## config.mk

```make
export PLATFORM = sky130hd
export DESIGN_NAME = uart_rx_os
export DESIGN_NICKNAME = d
export VERILOG_FILES = /design/src/rtl/uart_pkg.sv /design/src/rtl/uart_sync_fifo.sv /design/src/rtl/uart_rx_os.sv
export SDC_FILE = /design/constraint.sdc
export NUM_CORES = 1
export LEC_CHECK = 0
export ABC_AREA = 1
export CORE_UTILIZATION = 40
export CTS_BUF_LIST = sky130_fd_sc_hd__clkbuf_8
export DETAILED_ROUTE_END_ITERATION = 6
export MAX_ROUTING_LAYER = met4
export PLACE_DENSITY_LB_ADDON = 0.25
export SYNTH_ARGS = -nofsm -noshare
export SYNTH_HDL_FRONTEND = slang
export SYNTH_SLANG_ARGS = --single-unit
```

## constraint.sdc

```tcl
create_clock -name clk -period 2.5 [get_ports clk]
set_input_delay 0.375 -clock clk [delete_from_list [all_inputs] [get_ports clk]]
set_output_delay 0.375 -clock clk [all_outputs]
set_load 0.03 [all_outputs]
```

## src/rtl/uart_pkg.sv

```systemverilog
// uart_pkg -- shared definitions for the oversampling UART receiver.
//   uart_state_e    : receiver FSM state encoding
//   DS_*            : data_size codes (5..8 data bits)
//   PAR_*           : parity_mode codes
//   ENTRY_W         : receive FIFO entry width, {break, frame, parity, data[7:0]}
//   maj3            : 2-of-3 majority vote
//   parity_expected : expected parity bit for a mode and a data word
//   last_bit_idx    : index of the final data bit for a data_size code
package uart_pkg;

  typedef enum logic [2:0] {
    ST_IDLE   = 3'd0,
    ST_START  = 3'd1,
    ST_DATA   = 3'd2,
    ST_PARITY = 3'd3,
    ST_STOP   = 3'd4,
    ST_BREAK  = 3'd5
  } uart_state_e;

  localparam logic [1:0] DS_5BIT = 2'b00;
  localparam logic [1:0] DS_6BIT = 2'b01;
  localparam logic [1:0] DS_7BIT = 2'b10;
  localparam logic [1:0] DS_8BIT = 2'b11;

  localparam logic [1:0] PAR_SPACE = 2'b00;
  localparam logic [1:0] PAR_MARK  = 2'b01;
  localparam logic [1:0] PAR_EVEN  = 2'b10;
  localparam logic [1:0] PAR_ODD   = 2'b11;

  localparam int unsigned ENTRY_W = 11;

  // Error flags pushed for a break condition: break and frame set, parity clear.
  localparam logic [2:0] ERR_BREAK = 3'b110;

  function automatic logic maj3(input logic a, input logic b, input logic c);
    return (a & b) | (a & c) | (b & c);
  endfunction

  // Unreceived upper data bits are held at 0, so XOR over all 8 bits is exact.
  function automatic logic parity_expected(input logic [1:0] mode, input logic [7:0] data);
    logic p;
    case (mode)
      PAR_SPACE: p = 1'b0;
      PAR_MARK:  p = 1'b1;
      PAR_EVEN:  p = ^data;
      PAR_ODD:   p = ~(^data);
      default:   p = 1'b0;
    endcase
    return p;
  endfunction

  function automatic logic [2:0] last_bit_idx(input logic [1:0] ds);
    logic [2:0] idx;
    case (ds)
      DS_5BIT: idx = 3'd4;
      DS_6BIT: idx = 3'd5;
      DS_7BIT: idx = 3'd6;
      DS_8BIT: idx = 3'd7;
      default: idx = 3'd7;
    endcase
    return idx;
  endfunction

endpackage

```

## src/rtl/uart_sync_fifo.sv

```systemverilog
// uart_sync_fifo -- first-word-fall-through synchronous FIFO with a registered head.
//   clk, rst_n  : clock, synchronous active-low reset
//   wr_en_i     : push request (dropped when full unless a pop happens in the same cycle)
//   wr_data_i   : word to push
//   rd_en_i     : pop request (ignored while empty)
//   rd_data_o   : head word, 0 when empty
//   valid_o     : FIFO non-empty
//   full_o      : FIFO holds DEPTH words
//   level_o     : number of words held
module uart_sync_fifo #(
  parameter int unsigned WIDTH = 11,
  parameter int unsigned DEPTH = 8
) (
  input  logic                     clk,
  input  logic                     rst_n,
  input  logic                     wr_en_i,
  input  logic [WIDTH-1:0]         wr_data_i,
  input  logic                     rd_en_i,
  output logic [WIDTH-1:0]         rd_data_o,
  output logic                     valid_o,
  output logic                     full_o,
  output logic [$clog2(DEPTH):0]   level_o
);

  localparam int unsigned AW = $clog2(DEPTH);
  localparam int unsigned LW = AW + 1;

  logic [WIDTH-1:0] mem_q [DEPTH];
  logic [AW-1:0]    wr_ptr_q, wr_ptr_d;
  logic [AW-1:0]    rd_ptr_q, rd_ptr_d;
  logic [LW-1:0]    count_q, count_d;
  logic [WIDTH-1:0] head_q, head_d;
  logic             valid_q;
  logic             full_s, pop_s, push_s;

  assign full_s = (count_q == LW'(DEPTH));
  assign pop_s  = rd_en_i & (count_q != {LW{1'b0}});
  // A pop frees the slot in the same cycle, so a full FIFO still accepts a push.
  assign push_s = wr_en_i & (~full_s | pop_s);

  // Next pointers, occupancy and head word.
  always_comb begin
    rd_ptr_d = rd_ptr_q;
    wr_ptr_d = wr_ptr_q;
    count_d  = count_q;
    head_d   = {WIDTH{1'b0}};
    if (pop_s) begin
      rd_ptr_d = rd_ptr_q + AW'(1);
    end else begin
      rd_ptr_d = rd_ptr_q;
    end
    if (push_s) begin
      wr_ptr_d = wr_ptr_q + AW'(1);
    end else begin
      wr_ptr_d = wr_ptr_q;
    end
    case ({push_s, pop_s})
      2'b10:   count_d = count_q + LW'(1);
      2'b01:   count_d = count_q - LW'(1);
      default: count_d = count_q;
    endcase
    // The new head is the incoming word when it lands in the slot being exposed.
    if (count_d == {LW{1'b0}}) begin
      head_d = {WIDTH{1'b0}};
    end else if (push_s && (wr_ptr_q == rd_ptr_d)) begin
      head_d = wr_data_i;
    end else begin
      head_d = mem_q[rd_ptr_d];
    end
  end

  // Storage array write port.
  always_ff @(posedge clk) begin
    if (push_s) begin
      mem_q[wr_ptr_q] <= wr_data_i;
    end
  end

  // Pointer, occupancy and registered output state.
  always_ff @(posedge clk) begin
    if (!rst_n) begin
      wr_ptr_q <= {AW{1'b0}};
      rd_ptr_q <= {AW{1'b0}};
      count_q  <= {LW{1'b0}};
      head_q   <= {WIDTH{1'b0}};
      valid_q  <= 1'b0;
    end else begin
      wr_ptr_q <= wr_ptr_d;
      rd_ptr_q <= rd_ptr_d;
      count_q  <= count_d;
      head_q   <= head_d;
      valid_q  <= (count_d != {LW{1'b0}});
    end
  end

  assign rd_data_o = head_q;
  assign valid_o   = valid_q;
  assign full_o    = full_s;
  assign level_o   = count_q;

endmodule

```

## src/rtl/uart_rx_os.sv

```systemverilog
// uart_rx_os -- oversampling UART receiver with a receive FIFO.
//   clk, rst_n        : clock, synchronous active-low reset
//   rx                : asynchronous serial input, idles high
//   baud_div          : oversample tick period minus one, in clk cycles
//   data_size         : 00=5, 01=6, 10=7, 11=8 data bits
//   parity_en         : parity bit present
//   parity_mode       : 11=odd, 10=even, 01=mark, 00=space
//   stop_bit_size     : 0=1 stop bit, 1=2 stop bits
//   m_data, m_err     : FIFO head word and its {break, frame, parity} flags
//   m_valid, m_ready  : FIFO non-empty / pop the head
//   fifo_level        : number of words held
//   overrun, clr_overrun : sticky lost-word flag and its clear
//   busy              : receiver FSM not idle
module uart_rx_os
  import uart_pkg::*;
#(
  parameter int unsigned FIFO_DEPTH = 8,
  parameter int unsigned DIV_W      = 16,
  parameter int unsigned OS_RATE    = 16
) (
  input  logic                          clk,
  input  logic                          rst_n,
  input  logic                          rx,
  input  logic [DIV_W-1:0]              baud_div,
  input  logic [1:0]                    data_size,
  input  logic                          parity_en,
  input  logic [1:0]                    parity_mode,
  input  logic                          stop_bit_size,
  output logic [7:0]                    m_data,
  output logic [2:0]                    m_err,
  output logic                          m_valid,
  input  logic                          m_ready,
  output logic [$clog2(FIFO_DEPTH):0]   fifo_level,
  output logic                          overrun,
  input  logic                          clr_overrun,
  output logic                          busy
);

  localparam int unsigned OSW = $clog2(OS_RATE);
  localparam logic [OSW-1:0] CNT_S0  = OSW'(OS_RATE / 2 - 1);
  localparam logic [OSW-1:0] CNT_S1  = OSW'(OS_RATE / 2);
  localparam logic [OSW-1:0] CNT_S2  = OSW'(OS_RATE / 2 + 1);
  localparam logic [OSW-1:0] CNT_END = OSW'(OS_RATE - 1);

  logic                sync1_q, sync2_q, rx_prev_q;
  logic [DIV_W-1:0]    tick_cnt_q;
  uart_state_e         state_q;
  logic [OSW-1:0]      os_cnt_q;
  logic [OSW-1:0]      hi_cnt_q;
  logic [1:0]          samp_q;
  logic [2:0]          bit_cnt_q;
  logic                stop_cnt_q;
  logic [7:0]          data_q;
  logic                par_err_q, frm_err_q, all_zero_q;
  logic [1:0]          ds_q, pmode_q;
  logic                pen_q, stop2_q;
  logic                push_q;
  logic [ENTRY_W-1:0]  push_entry_q;
  logic                busy_q;
  logic                overrun_q;

  logic                tick_s, rx_fall_s, start_det_s;
  logic                vote_now_s, bit_end_s, vote_s;
  logic                fifo_full_s, fifo_pop_s, fifo_valid_s;
  logic [ENTRY_W-1:0]  fifo_head_s;

  // Two-flop synchroniser plus edge-detect history. The history flop resets
  // low so a fresh high must be seen after reset before a start is accepted.
  always_ff @(posedge clk) begin
    if (!rst_n) begin
      sync1_q   <= 1'b1;
      sync2_q   <= 1'b1;
      rx_prev_q <= 1'b0;
    end else begin
      sync1_q   <= rx;
      sync2_q   <= sync1_q;
      rx_prev_q <= sync2_q;
    end
  end

  assign rx_fall_s   = rx_prev_q & ~sync2_q;
  assign start_det_s = (state_q == ST_IDLE) & rx_fall_s;
  assign tick_s      = (tick_cnt_q == baud_div);

  // Oversample tick divider, re-phased to the detected start edge.
  always_ff @(posedge clk) begin
    if (!rst_n) begin
      tick_cnt_q <= {DIV_W{1'b0}};
    end else if (start_det_s || tick_s) begin
      tick_cnt_q <= {DIV_W{1'b0}};
    end else begin
      tick_cnt_q <= tick_cnt_q + DIV_W'(1);
    end
  end

  assign vote_now_s = tick_s & (os_cnt_q == CNT_S2);
  assign bit_end_s  = tick_s & (os_cnt_q == CNT_END);
  // The third sample is taken live on the voting tick.
  assign vote_s     = maj3(samp_q[0], samp_q[1], sync2_q);

  // Receiver FSM with its counters, shift data, flags and push request.
  always_ff @(posedge clk) begin
    if (!rst_n) begin
      state_q      <= ST_IDLE;
      os_cnt_q     <= {OSW{1'b0}};
      hi_cnt_q     <= {OSW{1'b0}};
      samp_q       <= 2'b00;
      bit_cnt_q    <= 3'd0;
      stop_cnt_q   <= 1'b0;
      data_q       <= 8'h00;
      par_err_q    <= 1'b0;
      frm_err_q    <= 1'b0;
      all_zero_q   <= 1'b0;
      ds_q         <= DS_8BIT;
      pen_q        <= 1'b0;
      pmode_q      <= PAR_SPACE;
      stop2_q      <= 1'b0;
      push_q       <= 1'b0;
      push_entry_q <= {ENTRY_W{1'b0}};
      busy_q       <= 1'b0;
    end else begin
      push_q <= 1'b0;
      if (tick_s && (os_cnt_q == CNT_S0)) samp_q[0] <= sync2_q;
      if (tick_s && (os_cnt_q == CNT_S1)) samp_q[1] <= sync2_q;
      if (start_det_s) begin
        os_cnt_q <= {OSW{1'b0}};
      end else if (tick_s) begin
        os_cnt_q <= (os_cnt_q == CNT_END) ? {OSW{1'b0}} : os_cnt_q + OSW'(1);
      end

      case (state_q)
        ST_IDLE: begin
          if (start_det_s) begin
            state_q    <= ST_START;
            busy_q     <= 1'b1;
            ds_q       <= data_size;
            pen_q      <= parity_en;
            pmode_q    <= parity_mode;
            stop2_q    <= stop_bit_size;
            data_q     <= 8'h00;
            par_err_q  <= 1'b0;
            frm_err_q  <= 1'b0;
            all_zero_q <= 1'b1;
            bit_cnt_q  <= 3'd0;
            stop_cnt_q <= 1'b0;
          end
        end
        ST_START: begin
          if (vote_now_s && vote_s) begin
            state_q <= ST_IDLE;
            busy_q  <= 1'b0;
          end else if (bit_end_s) begin
            state_q <= ST_DATA;
          end
        end
        ST_DATA: begin
          if (vote_now_s) begin
            data_q[bit_cnt_q] <= vote_s;
            if (vote_s) all_zero_q <= 1'b0;
          end
          if (bit_end_s) begin
            if (bit_cnt_q == last_bit_idx(ds_q)) begin
              state_q <= pen_q ? ST_PARITY : ST_STOP;
            end else begin
              bit_cnt_q <= bit_cnt_q + 3'd1;
            end
          end
        end
        ST_PARITY: begin
          if (vote_now_s) begin
            if (vote_s != parity_expected(pmode_q, data_q)) par_err_q <= 1'b1;
            if (vote_s) all_zero_q <= 1'b0;
          end
          if (bit_end_s) state_q <= ST_STOP;
        end
        ST_STOP: begin
          if (vote_now_s) begin
            if (!stop_cnt_q && all_zero_q && !vote_s) begin
              // Line held low through the whole frame: report a break.
              push_q       <= 1'b1;
              push_entry_q <= {ERR_BREAK, 8'h00};
              hi_cnt_q     <= {OSW{1'b0}};
              state_q      <= ST_BREAK;
            end else if (stop_cnt_q == stop2_q) begin
              push_q       <= 1'b1;
              push_entry_q <= {1'b0, frm_err_q | ~vote_s, par_err_q, data_q};
              state_q      <= ST_IDLE;
              busy_q       <= 1'b0;
            end else if (!vote_s) begin
              frm_err_q <= 1'b1;
            end
          end
          if (bit_end_s) stop_cnt_q <= 1'b1;
        end
        ST_BREAK: begin
          if (tick_s) begin
            if (!sync2_q) begin
              hi_cnt_q <= {OSW{1'b0}};
            end else if (hi_cnt_q == CNT_END) begin
              hi_cnt_q <= {OSW{1'b0}};
              state_q  <= ST_IDLE;
              busy_q   <= 1'b0;
            end else begin
              hi_cnt_q <= hi_cnt_q + OSW'(1);
            end
          end
        end
        default: begin
          state_q <= ST_IDLE;
          busy_q  <= 1'b0;
        end
      endcase
    end
  end

  assign fifo_pop_s = fifo_valid_s & m_ready;

  // Sticky overrun: a push into a full FIFO without a pop; a new event beats the clear.
  always_ff @(posedge clk) begin
    if (!rst_n) begin
      overrun_q <= 1'b0;
    end else if (push_q && fifo_full_s && !fifo_pop_s) begin
      overrun_q <= 1'b1;
    end else if (clr_overrun) begin
      overrun_q <= 1'b0;
    end else begin
      overrun_q <= overrun_q;
    end
  end

  uart_sync_fifo #(
    .WIDTH (ENTRY_W),
    .DEPTH (FIFO_DEPTH)
  ) u_fifo (
    .clk       (clk),
    .rst_n     (rst_n),
    .wr_en_i   (push_q),
    .wr_data_i (push_entry_q),
    .rd_en_i   (m_ready),
    .rd_data_o (fifo_head_s),
    .valid_o   (fifo_valid_s),
    .full_o    (fifo_full_s),
    .level_o   (fifo_level)
  );

  assign m_data  = fifo_head_s[7:0];
  assign m_err   = fifo_head_s[10:8];
  assign m_valid = fifo_valid_s;
  assign overrun = overrun_q;
  assign busy    = busy_q;

endmodule

```

==> results of run 1 <==
## sequential cells by signal, indices dropped and copies added, names as in the netlist, 2 cells and up
name / count
u_fifo.mem_q: 88
tick_cnt_q: 16
push_entry_q: 11
u_fifo.rd_data_o: 11
data_q: 8
hi_cnt_q: 4
os_cnt_q: 4
u_fifo.level_o: 4
bit_cnt_q: 3
state_q: 3
u_fifo.rd_ptr_q: 3
u_fifo.wr_ptr_q: 3
ds_q: 2
pmode_q: 2
samp_q: 2
## cell families after synthesis
group | after synthesis | share of synthesized area
compound gates | 78 | 0.0559
simple gates | 570 | 0.299
buf+inv | 137 | 0.0679
xor+xnor | 18 | 0.0194
fa+ha+maj | 9 | 0.0139
flops | 177 | 0.544
## cell type report
| class | count | area share |
|---|---|---|
| clock buffers | 18 | 0.0263 |
| clock inverters | 14 | 0.00929 |
| inverters | 106 | 0.0422 |
| multi-input cells | 675 | 0.335 |
| flip-flops and latches | 177 | 0.469 |
| well taps | 265 | 0.0352 |
| repair buffers | 85 | 0.0833 |
## where the power goes
part           switching (W)  total, W  internal (W)
registers          0.0000914   0.00321       0.00312
logic                0.00141   0.00221      0.000806
clock network        0.00104   0.00174      0.000706
## per-stage QoR
step / util / worst slack [ns] / cell area, um^2 / hold slack (ns)
after global routing: 0.478 / 0.0882 / 9430 / 0.435
after CTS: 0.478 / 0.220 / 9430 / 0.420
after detailed placement: 0.461 / -0.139 / 9090 / 0.398
final: 0.478 / 0.349 / 9430 / 0.418
after global placement: 0.461 / -0.0546 / 9090 / 0.395
after floorplan: - / 0.169 / 8130 / 0.393
## cells in the mapped netlist, drive strengths merged
cell type  count  area, um^2
a21oi         35         175
a311oi         1        8.76
a31oi          1        6.26
buf           20         113
clkbuf        11        41.3
clkinv         1        3.75
dfxtp         89        1780
edfxtp        88        2640
ha             9         113
inv          105         394
nand2        353        1340
nand3         81         415
nand3b         1        20.0
nand4         20         125
nor2          85         339
nor3          22         138
nor3b          3        22.5
nor4           1        6.26
o211ai         4        30.0
o21a           3        22.5
o21ai         26         153
o21bai         5        37.5
o22ai          2        12.5
o32ai          1        8.76
or2            4        25.0
xnor2          7        61.3
xor2          11        96.3
## worst max-delay path, stage by stage, from the launching register on
cell	delay, ns
dfxtp_1	0.39
inv_1	0.07
nor3_1	0.17
inv_1	0.07
nor2_1	0.20
nand4_1	0.20
nor3_1	0.48
nand4_1	0.23
o21bai_1	0.18
a21oi_1	0.05
## worst paths after layout
| kind | to | cells after the start | slack, ns | from |
|---|---|---|---|---|
| max reg2reg | tick_cnt_q[15] | 9 | 0.35 | tick_cnt_q[0] |
| min | sync2_q | 1 | 0.42 | sync1_q |
| max | tick_cnt_q[15] | 9 | 0.35 | tick_cnt_q[0] |
| min reg2reg | sync2_q | 1 | 0.42 | sync1_q |
## layer usage
| layer | up-vias | global-route usage | part of all wire |
|---|---|---|---|
| met5 | - | - | 0 |
| met4 | 0 | 0.0532 | 0.013 |
| met3 | 20 | 0.0411 | 0.037 |
| met2 | 117 | 0.319 | 0.47 |
| met1 | 2889 | 0.245 | 0.48 |
| li1 | 3348 | - | - |
## cell usage in the layout (no fill, tap or decap), drive strengths merged
cell type / netlist / final
nand2: 353 / 353
inv: 105 / 111
dfxtp: 89 / 89
edfxtp: 88 / 88
nor2: 85 / 85
nand3: 81 / 81
clkdlybuf4s50: 0 / 44
buf: 20 / 41
a21oi: 35 / 35
o21ai: 26 / 26
nor3: 22 / 22
nand4: 20 / 20
clkbuf: 11 / 18
xor2: 11 / 11
ha: 9 / 9
xnor2: 7 / 7
clkinv: 1 / 7
o21bai: 5 / 5
o211ai: 4 / 4
or2: 4 / 4
o21a: 3 / 3
nor3b: 3 / 3
o22ai: 2 / 2
clkinvlp: 0 / 2
nand3b: 1 / 1
a311oi: 1 / 1
o32ai: 1 / 1
nor4: 1 / 1
a31oi: 1 / 1
==> results.md, run 1 <==
* Status: complete, no violations
* Vias in the first global route at 6054
* MaxCap Viol Count at 0
* Crit path DAT at 2.51 ns
* Die area at 20900 um^2
* Slew @ Worst Pin at 0.553 ns
* CTS root buf: clkbuf_8
* Fin cells at 1340
* First-pass DRT Iterations at 5
* Final Total Pwr at 0.00717 W
* PwrDens at 760 nW/um^2
* FMAX at 465 MHz
* Starting Density at 0.412
* Share of post-route cells with drive strength above 1 at 0.0930
* FILL cells at 1947
* Clock buffer count from CTS at 17
* I/O Buffers at 44
* Final #Nets at 1098
* Final setup fails at 0
* Max H-tree Level at 4
* Clk_skew at 0.0142 ns
* Multi-input combinational cell area at 3160 um^2
* Total I/O pin count at 45
* GRT overflow at 0
* Vias per inst at 4.76
* Core Footprint at 19700 um^2
* RSZ-0062 raised after global routing: no
* Register Area at 4420 um^2
* Clk sink count at 177
* Max FO, Critical Path at 5
* Vias at 6374
* Register area share after synthesis at 0.544
* Peak supply drop at 0.517 mV
* Total negative setup slack at 0 ns
* Distinct cells, synth at 41
* Req. time, crit path at 2.86 ns
* Total setup buffers inserted after CTS at 0
* DP Wirelength at 12200 um
* Hold Path Class: register to register
* Final Max Slew Viols at 0
* Die height at 145 um
* Final number of hold-violating endpoints at 0
* DRT iter0 DRCs at 373
* Largest net degree at the start of global routing at 31
* Number of cell rows at 51
* DRC viols at 0
* Gpl congestion at 0.873
* Clock Latency Late Sink at 0.46 ns
* Number of diodes at 0
* Post-route minimum period at 2.15 ns
* Netlist area before placement at 8130 um^2
* Synth Register Bits at 177
* Worst setup SP type: register
* Drt total wl at 17900 um
* DIE WIDTH at 145 um
* Clk buf depth at 2
* Post-Syn Area per Cell at 8.22 um^2
* Area growth syn-to-layout at 16.0%
* Tot GR Track Use at 0.196
* Post-route ant nets at 0
* Gate Count Post-Synth at 989
* Leakage power at 4.20 nW
* Crit share post-route at 0.860
* Routed WL per cell at 13.3 um
* Worst setup EP type: register
* Slew Limit Headroom at 0.629
* First-pass GRT wire length at 30300 um
* Placed Cells at 1308
* Syn_nets at 1025
* Synthesis Warnings at 0
* Worst-path clk slew at 0.09 ns
* Resized Gates After CTS at 0
* CTS tree: done
* Hold buffer count at cts at 0
* Initial antenna violation count at 0
* Crit path kind: register to register
Power figures use the tool's default switching activity.
==> run 2, diff against run 1 <==
--- a/config.mk
+++ b/config.mk
@@ -11,6 +11,7 @@
 export DETAILED_ROUTE_END_ITERATION = 6
 export MAX_ROUTING_LAYER = met4
 export PLACE_DENSITY_LB_ADDON = 0.25
+export SKIP_CTS_REPAIR_TIMING = 1
 export SYNTH_ARGS = -nofsm -noshare
 export SYNTH_HDL_FRONTEND = slang
 export SYNTH_SLANG_ARGS = --single-unit
==> results of run 2 <==
The final DEF is identical to that of run 1; final timing and power are the same.
==> run 3, diff against run 2 <==
--- a/config.mk
+++ b/config.mk
@@ -15,3 +15,4 @@
 export SYNTH_ARGS = -nofsm -noshare
 export SYNTH_HDL_FRONTEND = slang
 export SYNTH_SLANG_ARGS = --single-unit
+export TNS_END_PERCENT = 5
==> results of run 3 <==
The final DEF is identical to that of run 1; final timing and power are the same.
